$ cat src/rtl/wb_arb_pkg.sv
// -----------------------------------------------------------------------------
// wb_arb_pkg
// Shared types and constants for the two-master Wishbone bus arbiter.
//   arb_state_t : arbiter FSM states
//   owner_t     : which master currently owns (or last owned) the bus
//   CTI_*       : Wishbone cycle-type identifiers used by burst masters
//   rr_pick     : round-robin choice between the two masters
// -----------------------------------------------------------------------------
package wb_arb_pkg;

    typedef enum logic [1:0] {
        IDLE    = 2'd0,
        GRANT_I = 2'd1,
        GRANT_D = 2'd2,
        ABORT   = 2'd3
    } arb_state_t;

    typedef enum logic {
        OWNER_I = 1'b0,
        OWNER_D = 1'b1
    } owner_t;

    localparam logic [2:0] CTI_CLASSIC = 3'b000;
    localparam logic [2:0] CTI_INCR    = 3'b010;
    localparam logic [2:0] CTI_EOB     = 3'b111;

    // On a tie the master that did not own the bus last time wins.
    function automatic owner_t rr_pick(input logic req_i, input logic req_d,
                                       input owner_t last_owner);
        if (req_i && req_d) begin
            return (last_owner == OWNER_I) ? OWNER_D : OWNER_I;
        end
        return req_d ? OWNER_D : OWNER_I;
    endfunction

endpackage

$ cat src/rtl/wb_arb_watchdog.sv
// -----------------------------------------------------------------------------
// wb_arb_watchdog
// Counts stalled cycles of the current bus owner and flags when the slave
// has been silent for TIMEOUT_CYCLES consecutive strobed cycles.
// Ports:
//   i_clk, i_rst : clock, synchronous active-high reset
//   i_in_grant   : arbiter is in a GRANT state
//   i_stall      : owner strobe high and no slave ack/err this cycle
//   i_resp       : slave ack or err this cycle
//   o_fire       : combinational, high on the cycle the limit is reached
// -----------------------------------------------------------------------------
module wb_arb_watchdog #(
    parameter int unsigned TIMEOUT_CYCLES = 1024
) (
    input  logic i_clk,
    input  logic i_rst,
    input  logic i_in_grant,
    input  logic i_stall,
    input  logic i_resp,
    output logic o_fire
);

    localparam int unsigned CW = (TIMEOUT_CYCLES > 1) ? $clog2(TIMEOUT_CYCLES) : 1;
    localparam logic [CW-1:0] LIMIT = CW'(TIMEOUT_CYCLES - 1);

    logic [CW-1:0] r_count;

    assign o_fire = i_in_grant & i_stall & (r_count == LIMIT);

    // Cleared on firing too, so a stuck owner cannot wrap the counter.
    always_ff @(posedge i_clk) begin
        if (i_rst || !i_in_grant || i_resp || o_fire) begin
            r_count <= '0;
        end else if (i_stall) begin
            r_count <= r_count + 1'b1;
        end
    end

endmodule

$ cat src/rtl/wb_bus_arbiter.sv
// -----------------------------------------------------------------------------
// wb_bus_arbiter
// Round-robin arbiter sharing one Wishbone slave port between an instruction
// master (ibus) and a data master (dbus), with a stall watchdog.
// Ports:
//   clk, rst                 : clock, synchronous active-high reset
//   ibus_* / dbus_*          : master-side Wishbone ports (cyc/stb/we/adr/dat/
//                              sel/cti/bte in, ack/err/dat out)
//   s_*                      : shared slave-side Wishbone port
//   grant_o                  : one-hot {dbus,ibus} owner, 2'b00 when idle
//   timeout_o                : one-cycle pulse when the watchdog fires
// -----------------------------------------------------------------------------
module wb_bus_arbiter
    import wb_arb_pkg::*;
#(
    parameter int unsigned ADDR_WIDTH     = 32,
    parameter int unsigned DATA_WIDTH     = 32,
    parameter int unsigned TIMEOUT_CYCLES = 1024
) (
    input  logic                    clk,
    input  logic                    rst,

    input  logic                    ibus_cyc_i,
    input  logic                    ibus_stb_i,
    input  logic                    ibus_we_i,
    input  logic [ADDR_WIDTH-1:0]   ibus_adr_i,
    input  logic [DATA_WIDTH-1:0]   ibus_dat_i,
    input  logic [DATA_WIDTH/8-1:0] ibus_sel_i,
    input  logic [2:0]              ibus_cti_i,
    input  logic [1:0]              ibus_bte_i,
    output logic                    ibus_ack_o,
    output logic                    ibus_err_o,
    output logic [DATA_WIDTH-1:0]   ibus_dat_o,

    input  logic                    dbus_cyc_i,
    input  logic                    dbus_stb_i,
    input  logic                    dbus_we_i,
    input  logic [ADDR_WIDTH-1:0]   dbus_adr_i,
    input  logic [DATA_WIDTH-1:0]   dbus_dat_i,
    input  logic [DATA_WIDTH/8-1:0] dbus_sel_i,
    input  logic [2:0]              dbus_cti_i,
    input  logic [1:0]              dbus_bte_i,
    output logic                    dbus_ack_o,
    output logic                    dbus_err_o,
    output logic [DATA_WIDTH-1:0]   dbus_dat_o,

    output logic                    s_cyc_o,
    output logic                    s_stb_o,
    output logic                    s_we_o,
    output logic [ADDR_WIDTH-1:0]   s_adr_o,
    output logic [DATA_WIDTH-1:0]   s_dat_o,
    output logic [DATA_WIDTH/8-1:0] s_sel_o,
    output logic [2:0]              s_cti_o,
    output logic [1:0]              s_bte_o,
    input  logic                    s_ack_i,
    input  logic                    s_err_i,
    input  logic [DATA_WIDTH-1:0]   s_dat_i,

    output logic [1:0]              grant_o,
    output logic                    timeout_o
);

    arb_state_t r_state;
    owner_t     r_owner;
    owner_t     r_last_owner;
    logic [1:0] r_grant;

    logic   w_req_i;
    logic   w_req_d;
    owner_t w_pick;
    logic   w_in_grant;
    logic   w_sel_d;
    logic   w_own_cyc;
    logic   w_own_stb;
    logic   w_resp;
    logic   w_fire;

    assign w_req_i    = ibus_cyc_i & ibus_stb_i;
    assign w_req_d    = dbus_cyc_i & dbus_stb_i;
    assign w_pick     = rr_pick(w_req_i, w_req_d, r_last_owner);
    assign w_in_grant = (r_state == GRANT_I) || (r_state == GRANT_D);
    assign w_sel_d    = (r_owner == OWNER_D);
    assign w_own_cyc  = w_sel_d ? dbus_cyc_i : ibus_cyc_i;
    assign w_own_stb  = w_sel_d ? dbus_stb_i : ibus_stb_i;
    assign w_resp     = s_ack_i | s_err_i;

    wb_arb_watchdog #(
        .TIMEOUT_CYCLES (TIMEOUT_CYCLES)
    ) u_watchdog (
        .i_clk      (clk),
        .i_rst      (rst),
        .i_in_grant (w_in_grant),
        .i_stall    (w_own_stb & ~w_resp),
        .i_resp     (w_resp),
        .o_fire     (w_fire)
    );

    // Requests are only sampled in IDLE, which gives the one-cycle grant
    // latency and keeps master requests off the s_cyc_o path while idle.
    always_ff @(posedge clk) begin
        if (rst) begin
            r_state      <= IDLE;
            r_owner      <= OWNER_I;
            r_last_owner <= OWNER_I;
            r_grant      <= '0;
        end else begin
            unique case (r_state)
                IDLE: begin
                    if (w_req_i || w_req_d) begin
                        r_owner <= w_pick;
                        if (w_pick == OWNER_D) begin
                            r_state <= GRANT_D;
                            r_grant <= 2'b10;
                        end else begin
                            r_state <= GRANT_I;
                            r_grant <= 2'b01;
                        end
                    end
                end
                GRANT_I, GRANT_D: begin
                    if (!w_own_cyc) begin
                        r_state      <= IDLE;
                        r_last_owner <= r_owner;
                        r_grant      <= '0;
                    end else if (w_fire) begin
                        r_state <= ABORT;
                    end
                end
                ABORT: begin
                    if (!w_own_cyc) begin
                        r_state      <= IDLE;
                        r_last_owner <= r_owner;
                        r_grant      <= '0;
                    end
                end
                default: begin
                    r_state <= IDLE;
                    r_grant <= '0;
                end
            endcase
        end
    end

    always_comb begin
        s_cyc_o = 1'b0;
        s_stb_o = 1'b0;
        s_we_o  = 1'b0;
        s_adr_o = '0;
        s_dat_o = '0;
        s_sel_o = '0;
        s_cti_o = '0;
        s_bte_o = '0;
        if (w_in_grant) begin
            if (w_sel_d) begin
                s_cyc_o = dbus_cyc_i;
                s_stb_o = dbus_stb_i;
                s_we_o  = dbus_we_i;
                s_adr_o = dbus_adr_i;
                s_dat_o = dbus_dat_i;
                s_sel_o = dbus_sel_i;
                s_cti_o = dbus_cti_i;
                s_bte_o = dbus_bte_i;
            end else begin
                s_cyc_o = ibus_cyc_i;
                s_stb_o = ibus_stb_i;
                s_we_o  = ibus_we_i;
                s_adr_o = ibus_adr_i;
                s_dat_o = ibus_dat_i;
                s_sel_o = ibus_sel_i;
                s_cti_o = ibus_cti_i;
                s_bte_o = ibus_bte_i;
            end
        end
    end

    // A watchdog fire reports as a bus error to the owner in the same cycle.
    assign ibus_ack_o = (r_state == GRANT_I) & ibus_stb_i & s_ack_i;
    assign ibus_err_o = (r_state == GRANT_I) & ibus_stb_i & (s_err_i | w_fire);
    assign dbus_ack_o = (r_state == GRANT_D) & dbus_stb_i & s_ack_i;
    assign dbus_err_o = (r_state == GRANT_D) & dbus_stb_i & (s_err_i | w_fire);
    assign ibus_dat_o = s_dat_i;
    assign dbus_dat_o = s_dat_i;

    assign grant_o   = r_grant;
    assign timeout_o = w_fire;

endmodule

$ cat config.mk
export PLATFORM = sky130hd
export DESIGN_NAME = wb_bus_arbiter
export DESIGN_NICKNAME = d
export VERILOG_FILES = /design/src/rtl/wb_arb_pkg.sv /design/src/rtl/wb_arb_watchdog.sv /design/src/rtl/wb_bus_arbiter.sv
export SDC_FILE = /design/constraint.sdc
export NUM_CORES = 1
export LEC_CHECK = 0
export CORE_AREA = 2 2 131 133
export CTS_CLUSTER_SIZE = 25
export DETAILED_ROUTE_END_ITERATION = 10
export DIE_AREA = 0 0 133 135
export HOLD_SLACK_MARGIN = 0.08
export PLACE_DENSITY_LB_ADDON = 0.15
export SYNTH_ARGS = -nofsm -noshare
export SYNTH_HDL_FRONTEND = slang
export SYNTH_SLANG_ARGS = --single-unit
export TNS_END_PERCENT = 100
$ cat constraint.sdc
create_clock -name clk -period 2.26 [get_ports clk]
set_clock_uncertainty 0.15 [all_clocks]
set_input_delay 0.226 -clock clk [delete_from_list [all_inputs] [get_ports clk]]
set_output_delay 0.226 -clock clk [all_outputs]
set_load 0.005 [all_outputs]
* Word level (Yosys, flattened, before mapping)
Index checks and enable logic that the tools add are counted.
** Operators by class
- Equality and inequality tests :: 8
- Reductions and logical operators :: 14
- Muxes and demuxes :: 28
- Bitwise operators :: 15
- $add $sub $neg :: 1
** Operators with widths (number)
- $mux W32 :: 4
- $mux W2 :: 7
- $and A1 B1 Y1 :: 11
- $mux W1 :: 11
- $add A10 B1 Y10 const B :: 1
- $eq A10 B10 Y1 const B :: 1
- $mux W4 :: 2
- $mux W3 :: 2
- $ne A2 B2 Y1 const B :: 3
- $pmux W2 S3 :: 1
- $reduce_and A2 Y1 :: 3
- $logic_or A1 B1 Y1 :: 5
- $eq A2 B2 Y1 const B :: 2
- $pmux W2 S2 :: 1
- $ne A3 B2 Y1 const B :: 1
- $reduce_and A3 Y1 :: 1
- $reduce_or A3 Y1 :: 1
- $eq A2 B1 Y1 const B :: 1
- $logic_not A2 Y1 :: 1
- $not A1 Y1 :: 2
- $or A1 B1 Y1 :: 2
- $reduce_or A2 Y1 :: 1
- $logic_and A1 B1 Y1 :: 1
- $logic_not A1 Y1 :: 1
** Word-level totals
- Word-level logic and storage cells :: 71
- Output and inout port bits :: 147
- Register bits :: 16

* Depth between registers and ports, before layout
- Depth in word-level cells :: 8
- Depth in mapped cells :: 6
- Mapped depth without buffers :: 5

* Hierarchy
Synthesis repeated with hierarchy kept, for this count alone.
** Second synthesis, totals
- Cells, all modules :: 339
- Area, all modules :: 2697.6 um2
** By module, submodules not included
- wb_bus_arbiter :: cells each 285, area an instance 2218.4 um2, times used 1
- wb_arb_watchdog :: cells each 54, area an instance 479.2 um2, times used 1

* Least setup slack after synthesis
No wires, ideal clock.
- Path type :: register to output
- From :: register r_state[0]
- To :: output s_adr_o[0]
- Cell stages (with the launch flop) :: 7
- Setup slack :: 0.340 ns
- Data arrival time :: 1.544 ns
- Data required time :: 1.884 ns
- Cell sequence :: dfxtp_1 inv_1 ha_1 clkbuf_1 clkbuf_1 clkbuf_1 nor2b_1
** On the way
- Cells in the longest elaborated chain, start to end :: 3
** RTL lines
- start: declaration :: line wb_bus_arbiter.sv:63 : arb_state_t r_state;
- start signal: assignment :: line wb_bus_arbiter.sv:102 : r_state <= IDLE;
- start signal: assignment :: line wb_bus_arbiter.sv:112 : r_state <= GRANT_D;
- start signal: assignment :: line wb_bus_arbiter.sv:115 : r_state <= GRANT_I;
- $eq A2 B1 Y1 / $eq A2 B2 Y1 (equally long branches) :: line wb_bus_arbiter.sv:81 : assign w_in_grant = (r_state == GRANT_I) || (r_state == GRANT_D);
- $logic_or A1 B1 Y1 * :: line wb_bus_arbiter.sv:81
- $mux W32 * :: line wb_bus_arbiter.sv:153 : if (w_in_grant) begin
- end: declaration :: line wb_bus_arbiter.sv:50 : output logic [ADDR_WIDTH-1:0] s_adr_o,
Mark *: on every way between the ends. The rest lies on a longest branch, timed or not.

* Final worst setup path
- From :: register r_state[1]
- To :: output s_adr_o[12]
The elaborated chain is that of the path after synthesis.

==> metrics.txt <==
htree depth 1; post-route ant nets 0; global route total overflow 0; Filler cells 1,691; post-layout util a little under a third; dpl cells 739; die area 18,000 um2; number of max-cap violations 0; share of cells above drive strength 1 under 10%; WL/cell around 16 um; CP Class flip-flop to output port; clk sinks 16; Post-Layout Cell Count around 750; drt first pass iters 4; Seq/Total Area, Yosys 11.7%; Vias 2,896; hpwl dp 9.48 mm; n_diodes 0; IO Port Bufs ~240; Initial Util 16.6%; Hold Crit Class input pin to output port; gpl congestion about 0.73; clk buf depth 2; # IOs ~340; total CTS buffers 3; leading register cell type out of synthesis dfxtp_1; Core Rows 47; nets@finish between 700 and 800; syn_nets about 540; vias in the first global route just under 3k; Setup Viol. Count Final 0; Pwr Density between 600 and 700 nW/um2; post-synth top area share between 20 and 30%; mean cell area of the mapped netlist between 7 and 8 um2; first-pass GRT wire length around 17 mm; largest area contributor in the synthesized netlist mux2i_1; mapped cell area around 2700 um2; Total Routing Usage GR 11.6%; Critical Path AT 1.85 ns; final critical-path share of the clock period roughly 98%; register area 327 um2; 1st-iter DRT viols 50; fmax ~450 MHz; number of synthesized flops with an enable pin 0; Final Max Slew Viols 0; DRC 0; Die W around 130 um; Final min period between 2 and 2.5 ns; area of the multi-input gates about 1900 um2; ys async rst share 0%; Critical Path RT 1.88 ns; top-count cell post-synth mux2i_1; Clk Latency, worst-skew pair around 0.25 ns; hold path cells 0; cells after synthesis about 340; clock slew at reported path FFs 0.05 ns; Netlist cell types 41; Die Span Y roughly 140 um; Core Box Area 16,400 um2; pin count of the biggest net entering global routing 44; antenna violations before repair 0; run status finished clean; Via density 3.88; Synth area leaders mux2i_1, buf_4, nor2b_1; VDD IR max ~0.28 mV; R2R depth 7; worst-path fanout max 37; Worst-Margin Slew 0.392 ns; Worst slew margin between 70% and 80%; final instance area around 5300 um2; WL final about 12 mm; Overall Power between 3000 and 4000 uW; unrepaired setup endpoints after global routing yes; Setup crit start kind flip-flop; CTS tree built; Lkg Pwr approximately 0.0021 uW; Final TNS setup 0 ns; root buffer cell clkbuf_16; area growth from synthesis to layout 92.2%; Synth Warn # 0; most frequent cells after synthesis mux2i_1, nor2b_1, buf_4; Post-DP Area about 5100 um2; Seq cells post-synth 16; Crit. End Element output port; final hold violation count 0
logic make-up (layout without fill, tap and decap cells):
kind of cell    count (synthesis)  after routing  synth area share, %
fa+ha+maj                       6              6                 2.75
simple gates                  126            126                 27.8
compound gates                 18             18                 4.44
buf+inv                        90            275                 21.9
mux                            78             78                 28.8
xor+xnor                        8              8                 2.57
flops                          16             16                 11.7
power by group:
part	leakage (uW)	total [uW]	switching [uW]	internal (uW)
logic	0.00196	2660	1010	1660
clock network	0.0000442	393	123	270
registers	0.000131	331	19.8	311
cell type report:
class | instances | area share, %
multi-input combinational | 236 | 35.2
timing repair buffer | 265 | 51.2
inverter | 6 | 0.429
clock buffer | 4 | 1.69
tap | 220 | 5.24
sequential | 16 | 6.22
final timing paths:
check	endpoint	slack, ns	from
setup / recovery	s_adr_o[12]	0.03	r_state[1]$_SDFFE_PP0P_
hold / removal	dbus_dat_o[25]	0.30	s_dat_i[25]
setup reg to reg	u_watchdog.r_count[1]$_SDFFE_PP0P_	0.35	r_state[1]$_SDFFE_PP0P_
hold reg to reg	u_watchdog.r_count[1]$_SDFFE_PP0P_	0.32	u_watchdog.r_count[1]$_SDFFE_PP0P_
through the flow:
step / setup WS [ns] / hold WS [ns]
after floorplan: 0.340 / 0.245
after global placement: -0.00398 / 0.302
after detailed placement: 0.00796 / 0.302
after CTS: -0.0147 / 0.302
after global routing: -0.0441 / 0.302
final: 0.0343 / 0.302
worst max-delay path: stages, from the launching register on:
cell             delay (ns)
dfxtp_2                0.33
inv_2                  0.06
ha_4                   0.32
buf_12                 0.19
nor2b_2                0.16
clkdlybuf4s50_1        0.52
repair_timing:
action / in CTS / in global routing
gates resized for setup: 29 / 21
pin swaps: 1 / 0
endpoints found under the hold margin: 0 / 0
setup buffers: 0 / 2
endpoints found under the setup margin: 79 / 56
gates cloned: 0 / 2
hold buffers: 0 / 0
registers in the layout, summed over array words and instances (netlist names):
signal and count:
u_watchdog.r_count 10, grant_o 2, r_state 2, r_last_owner 1, r_owner 1
placed cells by master (no fill, tap or decap), types with 2 or more instances in the layout:
master / instances
ha_1: 5
dlymetal6s2s_1: 12
xor2_1: 7
nand4_1: 2
and3_1: 3
nor2b_1: 67
buf_6: 2
mux2i_1: 76
buf_4: 18
nor2_1: 14
clkbuf_16: 4
nand3_1: 8
o21ai_0: 4
and4_1: 3
buf_12: 6
clkdlybuf4s50_1: 203
nand2_1: 7
inv_1: 4
and2_1: 2
nand2b_1: 3
a21oi_1: 6
inv_2: 2
dfxtp_1: 13
dfxtp_2: 2
nor2b_2: 6
dlygate4sd2_1: 23
routing by layer:
metal / routed length, um / part of all wire [%] / track usage, %
met1: 4900 / 41 / 14.0
met2: 5730 / 48 / 19.9
met3: 919 / 7.8 / 3.15
met4: 288 / 2.4 / 4.06
met5: 0 / 0 / 0
Note: power is estimated with default switching activity, not from simulation.
